--- src/rtl/pwm_gen_if.sv ---
// -----------------------------------------------------------------------------
// pwm_gen_if
// Register bus between a host and the PWM generator.
//   A   : register select (0 CTRL, 1 PERIOD, 2 DUTY, 3 STATUS)
//   WD  : write data
//   WE  : write strobe; register A is written on the clock edge while high
//   RD  : combinational read data of register A, zero-extended
// Modports: master (host side), slave (pwm_gen side).
// -----------------------------------------------------------------------------
interface pwm_gen_if;
    logic [1:0]  A;
    logic [31:0] WD;
    logic        WE;
    logic [31:0] RD;

    modport master (output A, output WD, output WE, input RD);
    modport slave  (input A, input WD, input WE, output RD);
endinterface

--- src/rtl/pwm_gen.sv ---
// -----------------------------------------------------------------------------
// pwm_gen
// Memory-mapped PWM generator. A free-running prescaler feeds a period counter;
// PERIOD and DUTY are double-buffered into shadows (per_a/duty_a) that only
// reload while disabled or at a period boundary, so register writes never
// disturb the cycle that is in progress.
//
// Ports
//   clk    : system clock, all state on the rising edge
//   rst_n  : asynchronous active-low reset
//   bus    : register bus (pwm_gen_if.slave)
//   PWM    : registered PWM output
//   irq    : period-end interrupt (present only when PWM_IRQ_EN is defined)
//
// Register map
//   0 CTRL   [0] EN, [1] IRQ enable (PWM_IRQ_EN only), [8+:PRE_W] PRESCALE
//   1 PERIOD [CNT_W-1:0]
//   2 DUTY   [CNT_W-1:0]
//   3 STATUS [0] running (= EN, read-only), [1] done flag (PWM_IRQ_EN only,
//            cleared by writing 1 to bit 1; a simultaneous boundary wins)
//
// Build option: define PWM_IRQ_EN to add the done flag, IRQ enable and irq port.
// -----------------------------------------------------------------------------
module pwm_gen #(
    parameter int CNT_W = 16,
    parameter int PRE_W = 8
) (
    input  logic      clk,
    input  logic      rst_n,
    pwm_gen_if.slave  bus,
    output logic      PWM
`ifdef PWM_IRQ_EN
    ,
    output logic      irq
`endif
);

    typedef enum logic [1:0] {
        REG_CTRL   = 2'd0,
        REG_PERIOD = 2'd1,
        REG_DUTY   = 2'd2,
        REG_STATUS = 2'd3
    } reg_sel_e;

    reg_sel_e          sel;
    logic              wr_ctrl;
    logic              wr_period;
    logic              wr_duty;

    // Programmer-visible registers
    logic              en;
    logic [PRE_W-1:0]  prescale;
    logic [CNT_W-1:0]  period_r;
    logic [CNT_W-1:0]  duty_r;

    // Shadows and counters
    logic [CNT_W-1:0]  per_a;
    logic [CNT_W-1:0]  duty_a;
    logic [PRE_W-1:0]  pre_cnt;
    logic [CNT_W-1:0]  cnt;
    logic              pwm_q;

    logic              tick;
    logic              boundary;
    logic              load_shadow;

`ifdef PWM_IRQ_EN
    logic              irq_en;
    logic              done;
    logic              wr_status;
`endif

    assign sel       = reg_sel_e'(bus.A);
    assign wr_ctrl   = bus.WE && (sel == REG_CTRL);
    assign wr_period = bus.WE && (sel == REG_PERIOD);
    assign wr_duty   = bus.WE && (sel == REG_DUTY);

    // Prescaler compares against the live PRESCALE value, so a change takes
    // effect immediately; if pre_cnt is already above the new value it simply
    // wraps through 2^PRE_W before matching again.
    assign tick        = en && (pre_cnt == prescale);
    assign boundary    = tick && (cnt == per_a);
    assign load_shadow = !en || boundary;

    // Register file
    // NOTE: sequential state uses non-blocking assignments so every flop
    // samples the pre-edge values; this is what makes a write on a boundary
    // edge reach the shadows only one period later.
    always_ff @(posedge clk or negedge rst_n) begin
        if (!rst_n) begin
            en       <= 1'b0;
            prescale <= '0;
            period_r <= '0;
            duty_r   <= '0;
        end else begin
            if (wr_ctrl) begin
                en       <= bus.WD[0];
                prescale <= bus.WD[8 +: PRE_W];
            end
            if (wr_period) period_r <= bus.WD[CNT_W-1:0];
            if (wr_duty)   duty_r   <= bus.WD[CNT_W-1:0];
        end
    end

    // Prescaler, period counter, shadows and output flop
    always_ff @(posedge clk or negedge rst_n) begin
        if (!rst_n) begin
            pre_cnt <= '0;
            cnt     <= '0;
            per_a   <= '0;
            duty_a  <= '0;
            pwm_q   <= 1'b0;
        end else begin
            if (!en) begin
                pre_cnt <= '0;
                cnt     <= '0;
            end else if (tick) begin
                pre_cnt <= '0;
                cnt     <= boundary ? '0 : cnt + 1'b1;
            end else begin
                pre_cnt <= pre_cnt + 1'b1;
            end

            if (load_shadow) begin
                per_a  <= period_r;
                duty_a <= duty_r;
            end

            // Output lags the counter by one clock; DUTY > PERIOD keeps it high.
            pwm_q <= en && (cnt < duty_a);
        end
    end

    assign PWM = pwm_q;

`ifdef PWM_IRQ_EN
    assign wr_status = bus.WE && (sel == REG_STATUS);

    always_ff @(posedge clk or negedge rst_n) begin
        if (!rst_n) begin
            irq_en <= 1'b0;
            done   <= 1'b0;
        end else begin
            if (wr_ctrl) irq_en <= bus.WD[1];
            // Boundary set takes priority over a coincident software clear.
            if (boundary)                     done <= 1'b1;
            else if (wr_status && bus.WD[1])  done <= 1'b0;
        end
    end

    assign irq = done & irq_en;
`endif

    // Read mux
    // NOTE: rd_mux gets a full default before the case so no latch can be
    // inferred for bits or selects the case leaves untouched.
    logic [31:0] rd_mux;

    always_comb begin
        rd_mux = '0;
        unique case (sel)
            REG_CTRL: begin
                rd_mux[0]          = en;
                rd_mux[8 +: PRE_W] = prescale;
`ifdef PWM_IRQ_EN
                rd_mux[1]          = irq_en;
`endif
            end
            REG_PERIOD: rd_mux[CNT_W-1:0] = period_r;
            REG_DUTY:   rd_mux[CNT_W-1:0] = duty_r;
            REG_STATUS: begin
                rd_mux[0] = en;
`ifdef PWM_IRQ_EN
                rd_mux[1] = done;
`endif
            end
            default: rd_mux = '0;
        endcase
    end

    assign bus.RD = rd_mux;

    // Only part of WD is decoded; fold the rest into a named sink.
    logic unused_wd;
    assign unused_wd = &{1'b0, bus.WD};

endmodule

--- src/flat_wrapper.sv ---
// flat-port wrapper written by rule: the top's interface ports become plain ports
module pwm_gen_flat 
#(
    parameter int CNT_W = 16,
    parameter int PRE_W = 8
)
  (clk, rst_n, PWM, bus_A, bus_WD, bus_WE, bus_RD);
  pwm_gen_if bus_i ();
  input  logic clk;
  input  logic rst_n;
  output logic PWM;
  input wire logic [$bits(bus_i.A)-1:0] bus_A;
  input wire logic [$bits(bus_i.WD)-1:0] bus_WD;
  input wire logic [$bits(bus_i.WE)-1:0] bus_WE;
  output wire logic [$bits(bus_i.RD)-1:0] bus_RD;
  assign bus_i.A = bus_A;
  assign bus_i.WD = bus_WD;
  assign bus_i.WE = bus_WE;
  assign bus_RD = bus_i.RD;
  pwm_gen #(.CNT_W(CNT_W), .PRE_W(PRE_W)) u_core (.clk(clk), .rst_n(rst_n), .bus(bus_i), .PWM(PWM));
endmodule
--- config.mk ---
export PLATFORM = sky130hd
export DESIGN_NAME = pwm_gen_flat
export DESIGN_NICKNAME = d
export VERILOG_FILES = /design/src/rtl/pwm_gen_if.sv /design/src/rtl/pwm_gen.sv /design/src/flat_wrapper.sv
export SDC_FILE = /design/constraint.sdc
export NUM_CORES = 1
export LEC_CHECK = 0
export CORE_UTILIZATION = 35
export DETAILED_ROUTE_END_ITERATION = 6
export PLACE_DENSITY = 0.65
export REMOVE_ABC_BUFFERS = 1
export SLEW_MARGIN = 20
export SYNTH_ARGS = -nofsm -noshare
export SYNTH_HDL_FRONTEND = slang
export SYNTH_SLANG_ARGS = --single-unit
--- constraint.sdc ---
create_clock -name clk -period 6.1 [get_ports clk]
set_clock_uncertainty 0.15 [all_clocks]
set_input_delay 1.83 -clock clk [delete_from_list [all_inputs] [get_ports clk]]
set_output_delay 1.83 -clock clk [all_outputs]
set_load 0.1 [all_outputs]
==> metrics, run 1 <==
Max-Slew Margin vs Limit=32.34%; VDD IR-drop max=0.0001612 V; Synth Cell Area=5266 um2; CTS Buffer Depth=2; TritonCTS buffer count=9; FF-to-FF End=u_core.per_a[5]; Crit Path Category=in2out; Slew @ Worst Pin=1.011 ns; CP most frequent cell=inv_1; Worst Setup Slack, final=0.4151 ns; TritonRoute pass-1 iters=5; Initial Util=36.10%; fillers=1,376; drt drc=0; Routed WL=11.32 mm; cell count after synthesis=476; full die area=15,540 um2; max-cap viol count=0; CP peak stage delay=0.53 ns; CP startpoint kind=input port; Bufs and invs on worst path=4; Syn Area/Cell=11.06 um2; grt total ovfl=0; Resize count post-CTS=0; setup TNS=0 ns; clock share of power=29.5%; routed vias=3,685; HP Class=reg2reg; post-synthesis sequential area ratio=46.57%; dominant synthesized flop cell=dfrtp_1; I/O pin cnt=70; RSZ-0062 raised after global routing=no; setup bufs post-CTS=0; All-Layer GR Usage=15.23%; num rows=44; total power=2.087 mW; Post-CTS Hold Buffers=0; sequential power share=42.5%; count of pins over their slew limit=0; hpwl dp=8.031 mm; crit path launch=bus_A[0]; worst-path fanout max=8; min-delay src=u_core.duty_a[15]; placed instance area=5862 um2; worst skew pair latency=0.34 ns; reg2reg setup slack=2.22 ns; Power Dens Cells=337.3 nW/um2; fmax=175.9 MHz; largest net degree at the start of global routing=64; Period Utilization, post-route=93.19%; Crit Reg-Reg Startpoint=u_core.cnt[4]; status=finished clean; final net count=558; Critical Path RT=4.12 ns; crit path cell chain=clkdlybuf4s50_1, inv_1, ha_1, inv_1, a22oi_1, o21ai_0, buf_12; Core Box Area=14,590 um2; number of flops mapped to enable cells by yosys=0; Port Buf Inserts=37; Psw=689.2 uW; share of layout cells above drive strength 1=22.62%; DR WL/cell=16.45 um; CP delay by family, top=buffers and inverters; CTS root buf=clkbuf_16; Place WS=0.4494 ns; Hold Fails Final Rpt=0; First DRT Iteration DRCs=372; GP Congestion=0.8287; Sink Count=98; Yosys reg bits=98; Die Width=124.7 um; P_int=1.397 mW; die height=124.7 um; placed insts=672; initial antenna violation count=0; Reg2Reg Depth=5; WP depth=7; first-pass GRT wire length=18.94 mm; Clock transition at path regs=0.07 ns; Final Setup Violations=0; htree depth=3; Static Leak=2.823 nW; post-route ant nets=0; Layout area overhead=17.49%; number of diodes=0; count of cell types in the netlist=47; routed vias/inst=5.356; final design area excluding fillers=6187 um2; vias in the first global route=3,732; Critical Path AT=3.70 ns; switching power share of the total=33.03%; critical path endpoint category=primary output; Async SR Flop Fraction=100.0%; CP max stage cell=clkdlybuf4s50_1; TritonCTS clock tree=done; non-filler cells, final=688; Critical Path Sink=bus_RD[0]; min cycle time layout=5.685 ns; Comb power frac=28.1%; Synth warnings=0
[worst min-delay path by stage]
stage / end / slack [ns] / cells past startpoint
floorplan: u_core.duty_a[10] / 0.33 / 1
global placement: u_core.duty_a[0] / 0.35 / 1
detailed placement: u_core.duty_a[3] / 0.35 / 1
CTS: u_core.duty_a[3] / 0.37 / 1
global route: u_core.duty_a[15] / 0.38 / 1
finish: u_core.duty_a[15] / 0.36 / 1
[area by class of cell]
class                      count  area, um2  area share (%)
multi-input combinational    330       2550           41.21
inverter                      19      71.32           1.153
timing repair buffer          41      558.0           9.019
clock inverter                 7      100.1           1.618
sequential                    98       2452           39.64
tap                          184      230.2           3.721
clock buffer                   9      225.2           3.640
[flip-flops by register name (all words and copies together) (netlist names)]
register         cells
u_core.per_a        16
u_core.cnt          16
u_core.pre_cnt       8
u_core.prescale      8
u_core.period_r     16
u_core.en            1
u_core.PWM           1
u_core.duty_r       16
u_core.duty_a       16
[cell usage in the layout (no fill, tap or decap), types with 7 or more instances in the layout]
cell,Yosys,layout
nand2_1,26,26
a222oi_1,8,8
nand4_1,16,16
a22oi_1,8,8
buf_12,0,16
clkbuf_16,0,9
nand3_1,26,26
xor2_1,19,19
a21oi_1,7,7
conb_1,1,16
mux2_2,73,73
ha_1,22,22
nor2_1,29,28
inv_1,19,19
xnor2_1,11,11
and3_1,14,14
clkdlybuf4s50_1,0,20
dfrtp_1,98,98
[metrics by stage]
| step | hold slack, ns | utilization [%] |
|---|---|---|
| 6_report | 0.3648 | 42.41 |
| 3_5_place_dp | 0.3499 | 40.18 |
| 2_1_floorplan | 0.3307 | - |
| 4_1_cts | 0.3658 | 42.41 |
| 3_3_place_gp | 0.3454 | 40.16 |
| 5_1_grt | 0.3828 | 42.41 |
[logic make-up (layout without fill, tap and decap cells)]
logic type,Yosys count,count (layout),share of synthesized area (%)
flops,98,98,46.57
other cells,1,16,0.07121
compound gates,47,47,6.985
simple gates,141,141,14.23
mux,74,74,15.80
xor+xnor,30,30,4.989
buf+inv,63,76,6.130
fa+ha+maj,22,22,5.227
[cell usage after synthesis, drive strengths merged, types with 2 or more instances]
cell | number | area share (%)
xnor2 | 11 | 1.8
nand4b | 2 | 0.33
mux2 | 73 | 16
nand4 | 17 | 2.1
and3 | 14 | 1.7
nor4b | 3 | 0.50
a22oi | 8 | 1.1
nand3 | 26 | 2.5
o21ai | 3 | 0.50
xor2 | 19 | 3.2
o211ai | 3 | 0.43
o2111ai | 2 | 0.33
nand2 | 26 | 1.9
nor4 | 4 | 0.48
nand3b | 2 | 0.29
and4 | 3 | 0.50
a32oi | 2 | 0.33
a21oi | 7 | 0.67
buf | 23 | 3.3
ha | 22 | 5.2
a222oi | 8 | 1.5
nor2b | 3 | 0.36
nor2 | 29 | 2.1
clkbuf | 21 | 1.5
a2bb2oi | 4 | 0.67
a21boi | 2 | 0.29
nor3 | 4 | 0.38
a211o | 2 | 0.33
o22ai | 2 | 0.24
dfrtp | 98 | 47
a21o | 2 | 0.29
inv | 19 | 1.4
nor3b | 2 | 0.29
and4b | 2 | 0.38
[power by group through the flow]
| stage | Combinational [mW] | Sequential [mW] | Clock (mW) |
|---|---|---|---|
| 3_5_place_dp | 0.589 | 0.899 | 0 |
| 6_report | 0.586 | 0.886 | 0.615 |
| 3_3_place_gp | 0.573 | 0.892 | 0 |
| 5_1_grt | 0.633 | 0.904 | 0.655 |
| 4_1_cts | 0.591 | 0.887 | 0.624 |
| 2_1_floorplan | 0.407 | 0.885 | 0 |
[per-layer routing]
metal / up-vias / global-route usage [%] / wire, um
met4: 0 / 5.245 / 168
met1: 1854 / 19.15 / 4804
li1: 1724 / - / -
met5: - / 0 / 0
met3: 13 / 2.663 / 513
met2: 94 / 26.23 / 5832
Power figures use the tool's default switching activity.
==> run 2, diff against run 1 <==
--- a/config.mk
+++ b/config.mk
@@ -6,6 +6,7 @@
 export NUM_CORES = 1
 export LEC_CHECK = 0
 export CORE_UTILIZATION = 35
+export CTS_BUF_LIST = sky130_fd_sc_hd__clkbuf_8
 export DETAILED_ROUTE_END_ITERATION = 6
 export PLACE_DENSITY = 0.65
 export REMOVE_ABC_BUFFERS = 1
==> run 2 against run 1 <==
  * Via count hardly changed
  * Routed wire length hardly changed
  * Combinational power hardly changed
  * Clock power is 24% lower
==> metrics, run 2 (synthesis gave the netlist of run 1 again) <==
fillers=1,385; Layout area overhead=15.56%; most crowded layer after global routing=met2; Hold Fails Final Rpt=0; Period Utilization, post-route=93.19%; GP Congestion=0.8287; Hold Crit Depth=1; Static Leak=2.776 nW; Die Width=124.7 um; setup bufs post-CTS=0; VDD IR-drop max=0.0001465 V; Layout Utilization=41.72%; Power Dens Cells=318.4 nW/um2; full die area=15,540 um2; Reg2Reg Depth=5; grt total ovfl=0; Post-CTS Hold Buffers=0; max-cap viol count=0; post-route ant nets=0; CTS Buffer Depth=2; hpwl dp=8.031 mm; num rows=44; Port Buf Inserts=37; routed vias=3,686; min cycle time layout=5.684 ns; Final Setup Violations=0; initial antenna violation count=0; reg2reg setup slack=2.29 ns; drt drc=0; CP startpoint kind=input port; Initial Util=36.10%; largest net degree at the start of global routing=64; Core Box Area=14,590 um2; non-filler cells, final=688; HP Class=reg2reg; CP max stage cell=clkdlybuf4s50_1; first-pass GRT wire length=18.89 mm; worst-path fanout max=8; Critical Path AT=3.70 ns; Comb power frac=30.3%; critical path endpoint category=primary output; Resize count post-CTS=0; Psw=669.5 uW; fmax=175.9 MHz; Routed WL=11.33 mm; Critical Path RT=4.12 ns; All-Layer GR Usage=15.18%; routed vias/inst=5.358; P_int=1.268 mW; I/O pin cnt=70; clock share of power=24.1%; met1 usage=19.01%; First DRT Iteration DRCs=231; htree depth=3; Crit Path Category=in2out; TritonRoute pass-1 iters=4; Max-Slew Margin vs Limit=29.67%; vias in the first global route=3,741; CP peak stage delay=0.53 ns; leading cell type in the layout, fill and taps excluded=dfrtp_1; die height=124.7 um; met3 GRT Util=2.191%; final net count=558; CTS root buf=clkbuf_8; switching power share of the total=34.55%; most frequent cells in the layout=98 x dfrtp_1, 73 x mux2_2, 28 x nor2_1, 26 x nand2_1, 26 x nand3_1; status=finished clean; count of pins over their slew limit=0; sequential power share=45.7%; worst skew pair latency=0.37 ns; share of layout cells above drive strength 1=22.62%; crit path cell chain=clkdlybuf4s50_1, inv_1, ha_1, inv_1, a22oi_1, o21ai_0, buf_12; TritonCTS clock tree=done; number of diodes=0; Clock transition at path regs=0.09 ns; placed insts=672; Sink Count=98; met2 Usage GRT=26.23%; RSZ-0062 raised after global routing=no; CP most frequent cell=inv_1; DR WL/cell=16.47 um; Slew @ Worst Pin=1.051 ns; TritonCTS buffer count=9
## run 2: critical path, delay by kind of cell
kind,cells,cell delay [ns]
adders and majority gates,1,0.29
AOI/OAI and AO/OA,2,0.49
buffers and inverters,4,1.10
## run 2: power groups by stage
stage	Sequential, mW	Clock [mW]	Combinational, mW
floorplan	0.885	0	0.407
global placement	0.892	0	0.573
detailed placement	0.899	0	0.589
CTS	0.886	0.480	0.591
global route	0.904	0.504	0.633
finish	0.885	0.466	0.587
## run 2: worst paths after layout
kind / end / start
worst max-delay path: bus_RD[0] / bus_A[0]
worst min-delay path: u_core.duty_a[3] / u_core.duty_a[3]
worst max register to register: u_core.duty_a[12] / u_core.cnt[4]
worst min register to register: u_core.duty_a[3] / u_core.duty_a[3]
max in group asynchronous: u_core.duty_a[1] / rst_n
min in group asynchronous: u_core.period_r[11] / rst_n
## run 2: layout make-up
class	instances	area, um2	area share, %
repair buffers	41	558.0	9.169
inverters	19	71.32	1.172
well taps	184	230.2	3.783
multi-input cells	330	2550	41.90
flip-flops and latches	98	2452	40.30
clock inverters	7	100.1	1.645
clock buffers	9	123.9	2.035
## run 2: metrics by stage
step           total power [mW]  area, um2  setup TNS, ns  setup slack, ns  hold slack [ns]
2_1_floorplan             1.292       5071        -0.4183          -0.4183           0.3307
3_3_place_gp              1.464       5859              0           0.4388           0.3454
3_5_place_dp              1.488       5862              0           0.4494           0.3499
4_1_cts                   1.957       6086              0           0.4168           0.3725
5_1_grt                   2.041       6086              0           0.3028           0.3902
6_report                  1.938       6086              0           0.4156           0.3691
## run 2: routing by layer
| layer | share of wire (%) | vias up |
|---|---|---|
| met5 | 0 | - |
| li1 | - | 1726 |
| met2 | 52 | 96 |
| met3 | 4.0 | 13 |
| met1 | 43 | 1851 |
| met4 | 1.7 | 0 |
